[src/rtl/adder_multicycle.sv]
// Multi-cycle N-bit adder: one CHUNK_BITS ripple slice per clock under a start/busy/done handshake.
// Optional signed-overflow flag enabled by defining ADDER_OVERFLOW_EN; otherwise overflow is tied low.
module adder_multicycle #(
    parameter int NUM_BITS   = 16,
    parameter int CHUNK_BITS = 4
) (
    input  logic                clk,
    input  logic                rst,
    input  logic                start,
    input  logic [NUM_BITS-1:0] a,
    input  logic [NUM_BITS-1:0] b,
    input  logic                carry_in,
    output logic                busy,
    output logic                done,
    output logic [NUM_BITS-1:0] sum,
    output logic                carry_out,
    output logic                overflow
);
    localparam int NUM_CHUNKS = NUM_BITS / CHUNK_BITS;
    localparam int IDX_W      = (NUM_CHUNKS > 1) ? $clog2(NUM_CHUNKS) : 1;
    localparam int MSB        = NUM_BITS - 1;

    typedef enum logic [1:0] {IDLE, ADD, DONE} state_t;

    state_t                state_reg, state_next;
    logic [NUM_BITS-1:0]   a_reg, b_reg;
    logic                  carry_reg;
    logic [IDX_W-1:0]      idx_reg;
    logic [CHUNK_BITS-1:0] part_reg [NUM_CHUNKS];
    logic [NUM_BITS-1:0]   sum_reg;
    logic                  carry_out_reg;

    logic [CHUNK_BITS-1:0] a_chunk [NUM_CHUNKS];
    logic [CHUNK_BITS-1:0] b_chunk [NUM_CHUNKS];
    logic [CHUNK_BITS-1:0] chunk_a, chunk_b;
    logic [CHUNK_BITS:0]   chunk_total;
    logic [NUM_BITS-1:0]   full_sum;
    logic                  accept;
    logic                  last_chunk;

    // full_sum splices the chunk being computed this cycle over the stored partials,
    // so the final edge can publish the complete result without an extra cycle.
    generate
        for (genvar gi = 0; gi < NUM_CHUNKS; gi++) begin : g_chunk
            assign a_chunk[gi] = a_reg[gi*CHUNK_BITS +: CHUNK_BITS];
            assign b_chunk[gi] = b_reg[gi*CHUNK_BITS +: CHUNK_BITS];
            assign full_sum[gi*CHUNK_BITS +: CHUNK_BITS] =
                (idx_reg == IDX_W'(gi)) ? chunk_total[CHUNK_BITS-1:0] : part_reg[gi];
        end
    endgenerate

    always_comb begin
        chunk_a = '0;
        chunk_b = '0;
        for (int i = 0; i < NUM_CHUNKS; i++) begin
            if (idx_reg == IDX_W'(i)) begin
                chunk_a = a_chunk[i];
                chunk_b = b_chunk[i];
            end
        end
    end

    assign chunk_total = {1'b0, chunk_a} + {1'b0, chunk_b} + {{CHUNK_BITS{1'b0}}, carry_reg};
    assign last_chunk  = (idx_reg == IDX_W'(NUM_CHUNKS - 1));
    assign accept      = start && ((state_reg == IDLE) || (state_reg == DONE));

    always_comb begin
        state_next = state_reg;
        case (state_reg)
            IDLE:    if (accept) state_next = ADD;
            ADD:     if (last_chunk) state_next = DONE;
            DONE:    state_next = accept ? ADD : IDLE;
            default: state_next = IDLE;
        endcase
    end

    always_ff @(posedge clk) begin
        if (rst) begin
            state_reg     <= IDLE;
            a_reg         <= '0;
            b_reg         <= '0;
            carry_reg     <= 1'b0;
            idx_reg       <= '0;
            sum_reg       <= '0;
            carry_out_reg <= 1'b0;
            for (int i = 0; i < NUM_CHUNKS; i++) part_reg[i] <= '0;
        end else begin
            state_reg <= state_next;
            if (accept) begin
                a_reg     <= a;
                b_reg     <= b;
                carry_reg <= carry_in;
                idx_reg   <= '0;
            end else if (state_reg == ADD) begin
                carry_reg <= chunk_total[CHUNK_BITS];
                for (int i = 0; i < NUM_CHUNKS; i++) begin
                    if (idx_reg == IDX_W'(i)) part_reg[i] <= chunk_total[CHUNK_BITS-1:0];
                end
                if (last_chunk) begin
                    idx_reg       <= '0;
                    sum_reg       <= full_sum;
                    carry_out_reg <= chunk_total[CHUNK_BITS];
                end else begin
                    idx_reg <= idx_reg + 1'b1;
                end
            end
        end
    end

`ifdef ADDER_OVERFLOW_EN
    logic overflow_reg;

    always_ff @(posedge clk) begin
        if (rst) begin
            overflow_reg <= 1'b0;
        end else if ((state_reg == ADD) && last_chunk) begin
            overflow_reg <= (a_reg[MSB] == b_reg[MSB]) && (full_sum[MSB] != a_reg[MSB]);
        end
    end

    assign overflow = overflow_reg;
`else
    assign overflow = 1'b0;
`endif

    assign busy      = (state_reg == ADD);
    assign done      = (state_reg == DONE);
    assign sum       = sum_reg;
    assign carry_out = carry_out_reg;

endmodule
[config.mk]
export PLATFORM = sky130hd
export DESIGN_NAME = adder_multicycle
export DESIGN_NICKNAME = d
export VERILOG_FILES = /design/src/rtl/adder_multicycle.sv
export SDC_FILE = /design/constraint.sdc
export NUM_CORES = 1
export LEC_CHECK = 0
export BUFFER_PORTS_ARGS = -buffer_cell sky130_fd_sc_hd__buf_2
export CAP_MARGIN = 20
export CORE_UTILIZATION = 49
export DETAILED_ROUTE_END_ITERATION = 8
export PLACE_DENSITY = 0.75
export SLEW_MARGIN = 25
export SYNTH_ARGS = -nofsm -noshare
export SYNTH_HDL_FRONTEND = slang
export SYNTH_SLANG_ARGS = --single-unit
[constraint.sdc]
create_clock -name clk -period 2.65 [get_ports clk]
set_input_delay 0.3975 -clock clk [delete_from_list [all_inputs] [get_ports clk]]
set_output_delay 0.3975 -clock clk [all_outputs]
set_load 0.02 [all_outputs]
Word-level counts from Yosys, hierarchy flattened
Memory sizes are Yosys's and may differ from the RTL's. A register that Yosys moved wholly into a read port is not among the register bits.
Index checks and enable logic that the tools add are counted.
{"block": "word_totals", "ff_bits": 54, "ram_bits": 16, "input_bits": 36, "out_inout_bits": 20, "word_cells": 75, "memories": 1}
{"name": "part_reg", "words": 4, "word_bits": 4, "read_ports": 3, "rd_ports_with_merged_regs": 3, "write_ports": 4, "line": "29", "rtl": "logic [CHUNK_BITS-1:0] part_reg [NUM_CHUNKS];"}
{"block": "classes", "addsub": 3, "eq_ne": 7, "muxes": 44, "bitwise": 5, "n_reduce_logical": 8}
{"cell": "4-bit two-way mux", "n": 15}
{"cell": "1-bit two-way mux", "n": 25}
{"cell": "2-bit equality test (second input constant)", "n": 3}
{"cell": "2-bit two-way mux", "n": 3}
{"cell": "2-bit case mux with 3 select lines", "n": 1}
{"cell": "4-bit by 4-bit adder with 5-bit output", "n": 1}
{"cell": "5-bit by 1-bit adder with 5-bit output", "n": 1}
{"cell": "2-bit by 1-bit equality test with 1-bit output (second input constant)", "n": 2}
{"cell": "2-bit logical NOT", "n": 2}
{"cell": "1-bit OR", "n": 4}
{"cell": "3-bit AND reduction", "n": 1}
{"cell": "2-bit by 1-bit adder with 2-bit output (second input constant)", "n": 1}
{"cell": "2-bit by 1-bit inequality test with 1-bit output (second input constant)", "n": 1}
{"cell": "2-bit inequality test (second input constant)", "n": 1}
{"cell": "2-bit AND reduction", "n": 1}
{"cell": "2-bit nonzero test", "n": 1}
{"cell": "2-bit OR reduction", "n": 1}
{"cell": "1-bit logical AND", "n": 1}
{"cell": "1-bit logical OR", "n": 1}
{"cell": "1-bit NOT", "n": 1}

Longest topological paths before layout
Gate-level depths: netlist of the first run.
{"block": "depth", "ltp_word": 9, "ltp_mapped": 13, "ltp_nobuf": 11}

Least setup slack after synthesis of the first run
No wires, ideal clock.
{"block": "synth_path", "path_kind": "register to register", "start": "reg idx_reg[0]", "end": "mem part_reg[2][2] (netlist: part_reg[0][10]) (data pin)", "setup_time_ns": 0.264, "arrival_time_ns": 2.327, "required_time_ns": 2.386, "setup_slack_ns": 0.059, "stages_incl_launch_ff": 13, "n_path_buf": 2, "period_less_slack_ns": 2.591, "path_cell_list": "dfxtp_1 -> inv_1 -> ha_1 -> buf_2 -> buf_1 -> a21oi_1 -> o21ai_0 -> a22oi_1 -> fa_1 -> inv_1 -> fa_1 -> xnor2_1 -> nor2_1"}
{"item": "start, declared", "line": "28", "rtl": "logic [IDX_W-1:0] idx_reg;"}
{"item": "start signal, assigned", "line": "104", "rtl": "idx_reg <= idx_reg + 1'b1;"}
{"item": "end, declared", "line": "29"}

==> impl_metrics.csv, run 1 <==
group,metric,value,unit
grt,overflow,0,
critical_path,crit_chain,"inv_1 > ha_2 > buf_4 > a21oi_1 > o21ai_0 > a22o_1 > ha_1 > and3b_1 > nor3_1 > nor3_1",
finish,fin_area,3410,µm²
synth,yosys_warnings,0,
finish,multi_input_area,1290,µm²
finish,insertedDiodeCount,0,
routing,drtIter0Drc,204,
timing,fin_crit_sh,95.4,%
synth,yosysUniqueCellTypes,37,
synth,synthAdderAreaFrac,4.45,%
power,p_leak,1.42,nW
min_path,min_from,"a[10]",
finish,final_common_cell,"nand2_1",
critical_path,cp-start-kind,"register",
critical_path,cp.required,2.74,ns
timing,period_minus_slack,2.53,ns
routing,viasPerCell,5.16,
die,die_w,78.5,µm
power,p_seq_share,51.2,%
synth,synth_compound_area_share,18.2,%
routing,wl,6110,µm
finish,fin_cells,474,
power,netSwitchingFraction,25.4,%
critical_path,critPathMaxFanout,11,
clocking,hold_buffers,0,
finish,fillerInstances,496,
synth,synth-xor-area-share,0.305,%
place,portBuffers,54,
routing,ant_nets,0,
outcome,status,"complete, no violations",
synth,synthMuxAreaShare,0.349,%
grt,grt_max_degree,37,
timing,finalHoldViolCount,0,
die,initial_utilization,51.5,%
grt,grt_pass1_vias,2270,
power,max-vdd-ir-drop,0.375,mV
finish,layout_common_cells,"nand2_1, a21oi_1, buf_2",
run,maxCapViolCount,0,
timing,slew_viol_final,0,
synth,synth_top_family_by_area,"simple AND/OR/NAND/NOR gates",
min_path,hold_end,"a_reg[10]",
timing,fin_worst_skew,0.00803,ns
clocking,cts_made_buffers,9,
timing,hold_ws,0.285,ns
die,die-area,6170,µm²
die,coreArea,5570,µm²
die,rows,27,
critical_path,cp_common_cell,"nor3_1",
routing,vias,2445,
min_path,hold_class,"input pin to register",
timing,timing.slew.headroom,58.8,%
place,dp_hpwl,4320,µm
critical_path,reg2reg_from,"idx_reg[0]",
place,dp_slack,-0.0762,ns
clocking,cts_sinks,66,
timing,fmax,0.395,GHz
synth,synth_edf_count,12,
clocking,cts_buffer_depth,2,
critical_path,reg2reg_to,"part_reg[0][11]",
synth,synth_fp_nets,392,
min_path,holdPathStages,3,
place,dpl.cell_count,458,
critical_path,rr_worst_depth,10,
synth,postSynthCellCount,347,
clocking,cts_tree,"done",
timing,setup_viol,0,
clocking,cts-root-buf,"clkbuf_8",
critical_path,worstSetupPathType,"register to register",
critical_path,max_stage_delay,0.38,ns
synth,syn_area,2870,µm²
finish,seqCellArea,1440,µm²
timing,layout_setup_ws,0.122,ns
clocking,h-tree-depth,3,
die,dieHeight,78.5,µm
power,p_int,1.59,mW
finish,drive_above_1_share,22.4,%
place,dpl_cell_area,3200,µm²
synth,synthFlopType,"dfxtp_1",
synth,synth-seq-cells,66,
critical_path,cp.arrival,2.61,ns
clocking,postCtsSetupBuffers,0,
grt,grt_pass1_wl,10000,µm
synth,synthArstFlopShare,0,%
grt,antenna_found_initial,0,
power,clkPwrFrac,37.8,%
routing,wire_per_inst,12.9,µm
clocking,clock_latency,0.34,ns
timing,rsz0062_at_grt,"false",
critical_path,r2r_slack,0.12,ns
power,power.density,624,nW/µm²
timing,worstMarginPinSlew,0.617,ns
finish,nNetsFinal,442,
synth,synth-simple-area-share,20.6,%
critical_path,cp_slowest_cell,"ha_1",
routing,route.detailed.drc,0,
grt,track_usage,21.3,%
critical_path,crit_path_end_kind,"register",
die,pin_count,56,
clocking,cts.clk_slew.worst_paths,0.07,ns
finish,syn_to_final_growth,18.7,%
power,switching_power,0.539,mW
synth,syn_avg_cell_area,8.27,µm²
place,place_congestion,0.868,
routing,firstDrtPassIters,4,
synth,ys_seq_area_share,50.2,%
power,pwr-share-comb,10.9,%
==> worst max-delay path by stage <==
| stage | from | endpoint | depth (start not counted) |
|---|---|---|---|
| after floorplan | idx_reg[0] | part_reg[0][10] | 12 |
| after global placement | idx_reg[0] | part_reg[0][10] | 10 |
| after detailed placement | idx_reg[0] | part_reg[0][2] | 10 |
| after CTS | idx_reg[1] | part_reg[0][7] | 10 |
| after global routing | idx_reg[0] | part_reg[0][7] | 10 |
| final | idx_reg[0] | part_reg[0][11] | 10 |
==> cell usage after synthesis (4+ instances only) <==
library cell  number  area [µm²]
edfxtp_1          12         360
dfxtp_1           54        1080
ha_1               7        87.6
inv_1             12        45.0
nand3b_1           4        30.0
buf_2             13        65.1
nor2_1            12        45.0
clkbuf_1           9        33.8
a22o_1             6        52.6
a211oi_1           4        30.0
nor3_1             5        25.0
a21o_1             5        37.5
o21ai_0            8        40.0
nand2_1          102         383
a21oi_1           63         315
==> metal layers <==
metal	track usage (%)	part of all wire (%)	routed length, µm	up-vias
met5	0	0	0	-
met4	9.26	1.6	97	0
met3	6.16	3.8	230	8
met2	33.9	48	2940	54
met1	26.7	46	2840	1118
li1	-	-	-	1265
==> per-stage QoR <==
step           total power [mW]  util [%]  setup TNS [ns]
3_3_place_gp               1.33      57.4               0
4_1_cts                    2.13      60.9               0
6_report                   2.13      61.1               0
2_1_floorplan              1.26         -               0
5_1_grt                    2.22      61.1               0
3_5_place_dp               1.34      57.4          -0.187
==> layout make-up <==
type                    instances  share of cell area, %
flip-flops and latches         66                   42.4
multi-input cells             242                   37.8
repair buffers                 65                   10.4
clock buffers                  10                   3.75
well taps                      72                   2.64
clock inverters                 6                   1.69
inverters                      13                   1.43
==> logic make-up (layout without fill, tap and decap cells) <==
| group | Yosys count | after routing |
|---|---|---|
| flops | 66 | 66 |
| mux | 1 | 1 |
| buf+inv | 39 | 94 |
| xor+xnor | 1 | 1 |
| simple gates | 138 | 138 |
| compound gates | 92 | 92 |
| fa+ha+maj | 9 | 9 |
| other cells | 1 | 1 |
==> power by group through the flow <==
stage                     Clock [mW]  Sequential, mW  Combinational [mW]
final                          0.804            1.09               0.232
after global routing           0.870            1.09               0.260
after CTS                      0.813            1.09               0.229
after floorplan                    0            1.10               0.158
after global placement             0            1.11               0.219
after detailed placement           0            1.11               0.225
==> timing repair <==
action,CTS,global route
endpoints found under the setup margin,4,12
gates cloned,0,0
pin swaps,0,1
resized for setup,2,6
endpoints found under the hold margin,0,0
==> critical path, delay by kind of cell, from the launching register on <==
| family | cells | cell delay (ns) |
|---|---|---|
| AOI/OAI and AO/OA | 3 | 0.40 |
| DFF | 1 | 0.37 |
| adders and majority gates | 2 | 0.64 |
| buffers and inverters | 2 | 0.25 |
| and+or+nand+nor | 3 | 0.61 |
No activity file was read; power rests on OpenSTA's default activity.
==> run 2, diff against run 1 <==
--- a/config.mk
+++ b/config.mk
@@ -7,6 +7,7 @@
 export LEC_CHECK = 0
 export BUFFER_PORTS_ARGS = -buffer_cell sky130_fd_sc_hd__buf_2
 export CAP_MARGIN = 20
+export CORE_ASPECT_RATIO = 1.4
 export CORE_UTILIZATION = 49
 export DETAILED_ROUTE_END_ITERATION = 8
 export PLACE_DENSITY = 0.75
==> run 2 against run 1 <==
Compared with the run above:
- core utilization up 0.77 points
- via count up 0.49%
- critical endpoint is now part_reg[0][1]
- flip-flop and latch count stayed put
- sequential share of layout area shrank 0.39 points
- critical path type unchanged
- global-route usage grew 0.77 points
- register-to-register slack better by 0.06 ns
==> impl_metrics.csv, run 2 (synthesis results as in run 1) <==
group,metric,value,unit
min_path,hold_end,"a_reg[13]",
critical_path,rr_worst_depth,9,
timing,fin_crit_sh,93.2,%
critical_path,crit_path_end_kind,"register",
die,die-area,6170,µm²
place,place_congestion,0.891,
min_path,holdPathStages,3,
min_path,hold_class,"input pin to register",
critical_path,cp.required,2.74,ns
critical_path,critPathMaxFanout,6,
grt,overflow,0,
finish,layout_common_cells,"nand2_1, a21oi_1, buf_2",
routing,wl_met2,3310,µm
clocking,postCtsSetupBuffers,0,
timing,fin_worst_skew,0.00644,ns
die,dieHeight,92.6,µm
critical_path,cp.arrival,2.56,ns
finish,fillerInstances,503,
power,p_leak,1.43,nW
timing,rsz0062_at_grt,"false",
routing,wl_met1,2390,µm
timing,fmax,0.405,GHz
power,power.density,635,nW/µm²
timing,layout_setup_ws,0.181,ns
clocking,cts_made_buffers,9,
routing,wire_per_inst,13.3,µm
routing,viasPerCell,5.25,
routing,highest_layer,"met4",
timing,slew_viol_final,0,
power,power.total,2.19,mW
clocking,cts_tree,"done",
grt,grt_max_degree,34,
die,coreArea,5570,µm²
finish,seqCellArea,1450,µm²
critical_path,cp-start-kind,"register",
grt,grt_pass1_wl,10100,µm
routing,route.detailed.drc,0,
clocking,cts-root-buf,"clkbuf_8",
grt,track_usage,22.1,%
critical_path,reg2reg_to,"part_reg[0][1]",
power,max-vdd-ir-drop,0.453,mV
finish,insertedDiodeCount,0,
finish,drive_above_1_share,23.0,%
routing,drtIter0Drc,99,
finish,syn_to_final_growth,20.0,%
run,maxCapViolCount,0,
die,die_w,66.7,µm
power,p_int,1.67,mW
place,dpl_cell_area,3180,µm²
power,pwr-share-comb,10.8,%
routing,wl,6210,µm
power,clkPwrFrac,39.4,%
place,portBuffers,54,
finish,final_common_cell,"nand2_1",
power,p_seq_share,49.8,%
timing,setup_viol,0,
clocking,clock_latency,0.34,ns
timing,finalHoldViolCount,0,
timing,timing.slew.headroom,53.4,%
finish,multi_input_area,1320,µm²
critical_path,reg2reg_from,"idx_reg[0]",
critical_path,max_stage_delay,0.47,ns
clocking,h-tree-depth,3,
grt,antenna_found_initial,0,
clocking,cts_buffer_depth,2,
min_path,min_from,"a[13]",
clocking,hold_buffers,0,
place,dp_slack,-0.0752,ns
routing,routed-wl-met3,274,µm
die,pin_count,56,
clocking,cts_sinks,66,
routing,ant_nets,0,
clocking,cts.clk_slew.worst_paths,0.07,ns
routing,firstDrtPassIters,4,
timing,period_minus_slack,2.47,ns
critical_path,crit_chain,"inv_1 > ha_2 > nand2_1 > o21ai_0 > a22oi_2 > fa_2 > inv_1 > fa_2 > and3_1",
finish,fin_area,3440,µm²
finish,nNetsFinal,440,
grt,grt_pass1_vias,2274,
outcome,status,"complete, no violations",
die,initial_utilization,51.6,%
critical_path,cp_slowest_cell,"fa_2",
die,rows,32,
place,dp_hpwl,4470,µm
power,switching_power,0.516,mW
critical_path,worstSetupPathType,"register to register",
critical_path,r2r_slack,0.18,ns
routing,vias,2457,
finish,finish.utilization,61.9,%
power,netSwitchingFraction,23.6,%
timing,worstMarginPinSlew,0.699,ns
run 2: changes by cell type in the layout (fill, tap and decap cells not counted), sizes merged:
cell / change
clkinvlp: -2
buf: -2
clkinv: -2
clkbuf: +4
run 2: repair_timing:
item	in CTS	in global routing
pin swaps	0	3
endpoints found under the setup margin	4	12
gates cloned	0	0
endpoints found under the hold margin	0	0
gates resized for setup	3	12
run 2: power groups by stage:
stage               Clock [mW]  Sequential [mW]  Combinational (mW)
finish                   0.862             1.09               0.237
detailed placement           0             1.11               0.223
global placement             0             1.11               0.218
CTS                      0.870             1.09               0.228
floorplan                    0             1.10               0.158
global route             0.914             1.09               0.266
run 2: how the worst max path moves through the flow:
stage / from / end / slack [ns] / cells past startpoint
global placement: idx_reg[0] / part_reg[0][2] / 0.07 / 10
finish: idx_reg[0] / part_reg[0][1] / 0.18 / 9
global route: idx_reg[1] / carry_reg / 0.003 / 11
CTS: idx_reg[0] / part_reg[0][7] / 0.09 / 10
detailed placement: idx_reg[1] / part_reg[0][2] / -0.08 / 10
floorplan: idx_reg[0] / part_reg[0][10] / 0.06 / 12
run 2: layout make-up:
cell class,count,share of cell area [%]
sequential,66,42.0
tap,68,2.47
clock inverter,2,1.02
multi-input combinational,242,38.3
clock buffer,14,5.01
inverter,13,1.42
timing repair buffer,63,9.81
run 2: worst max-delay path: cells and delay by family, from the launching register on:
family	cells	cell delay [ns]
fa+ha+maj	3	1.14
flops	1	0.36
compound gates	2	0.29
simple gates	2	0.23
buf+inv	2	0.21
run 2: through the flow:
step,hold slack (ns),cells,TNS (ns)
floorplan,0.436,347,0
global placement,0.440,452,0
detailed placement,0.444,452,-0.226
CTS,0.284,468,0
global route,0.291,468,0
finish,0.292,468,0
run 2: layer usage:
layer	GRT usage [%]	up-vias
li1	-	1256
met1	23.4	1114
met2	37.8	67
met3	5.91	20
met4	13.1	0
met5	0	-
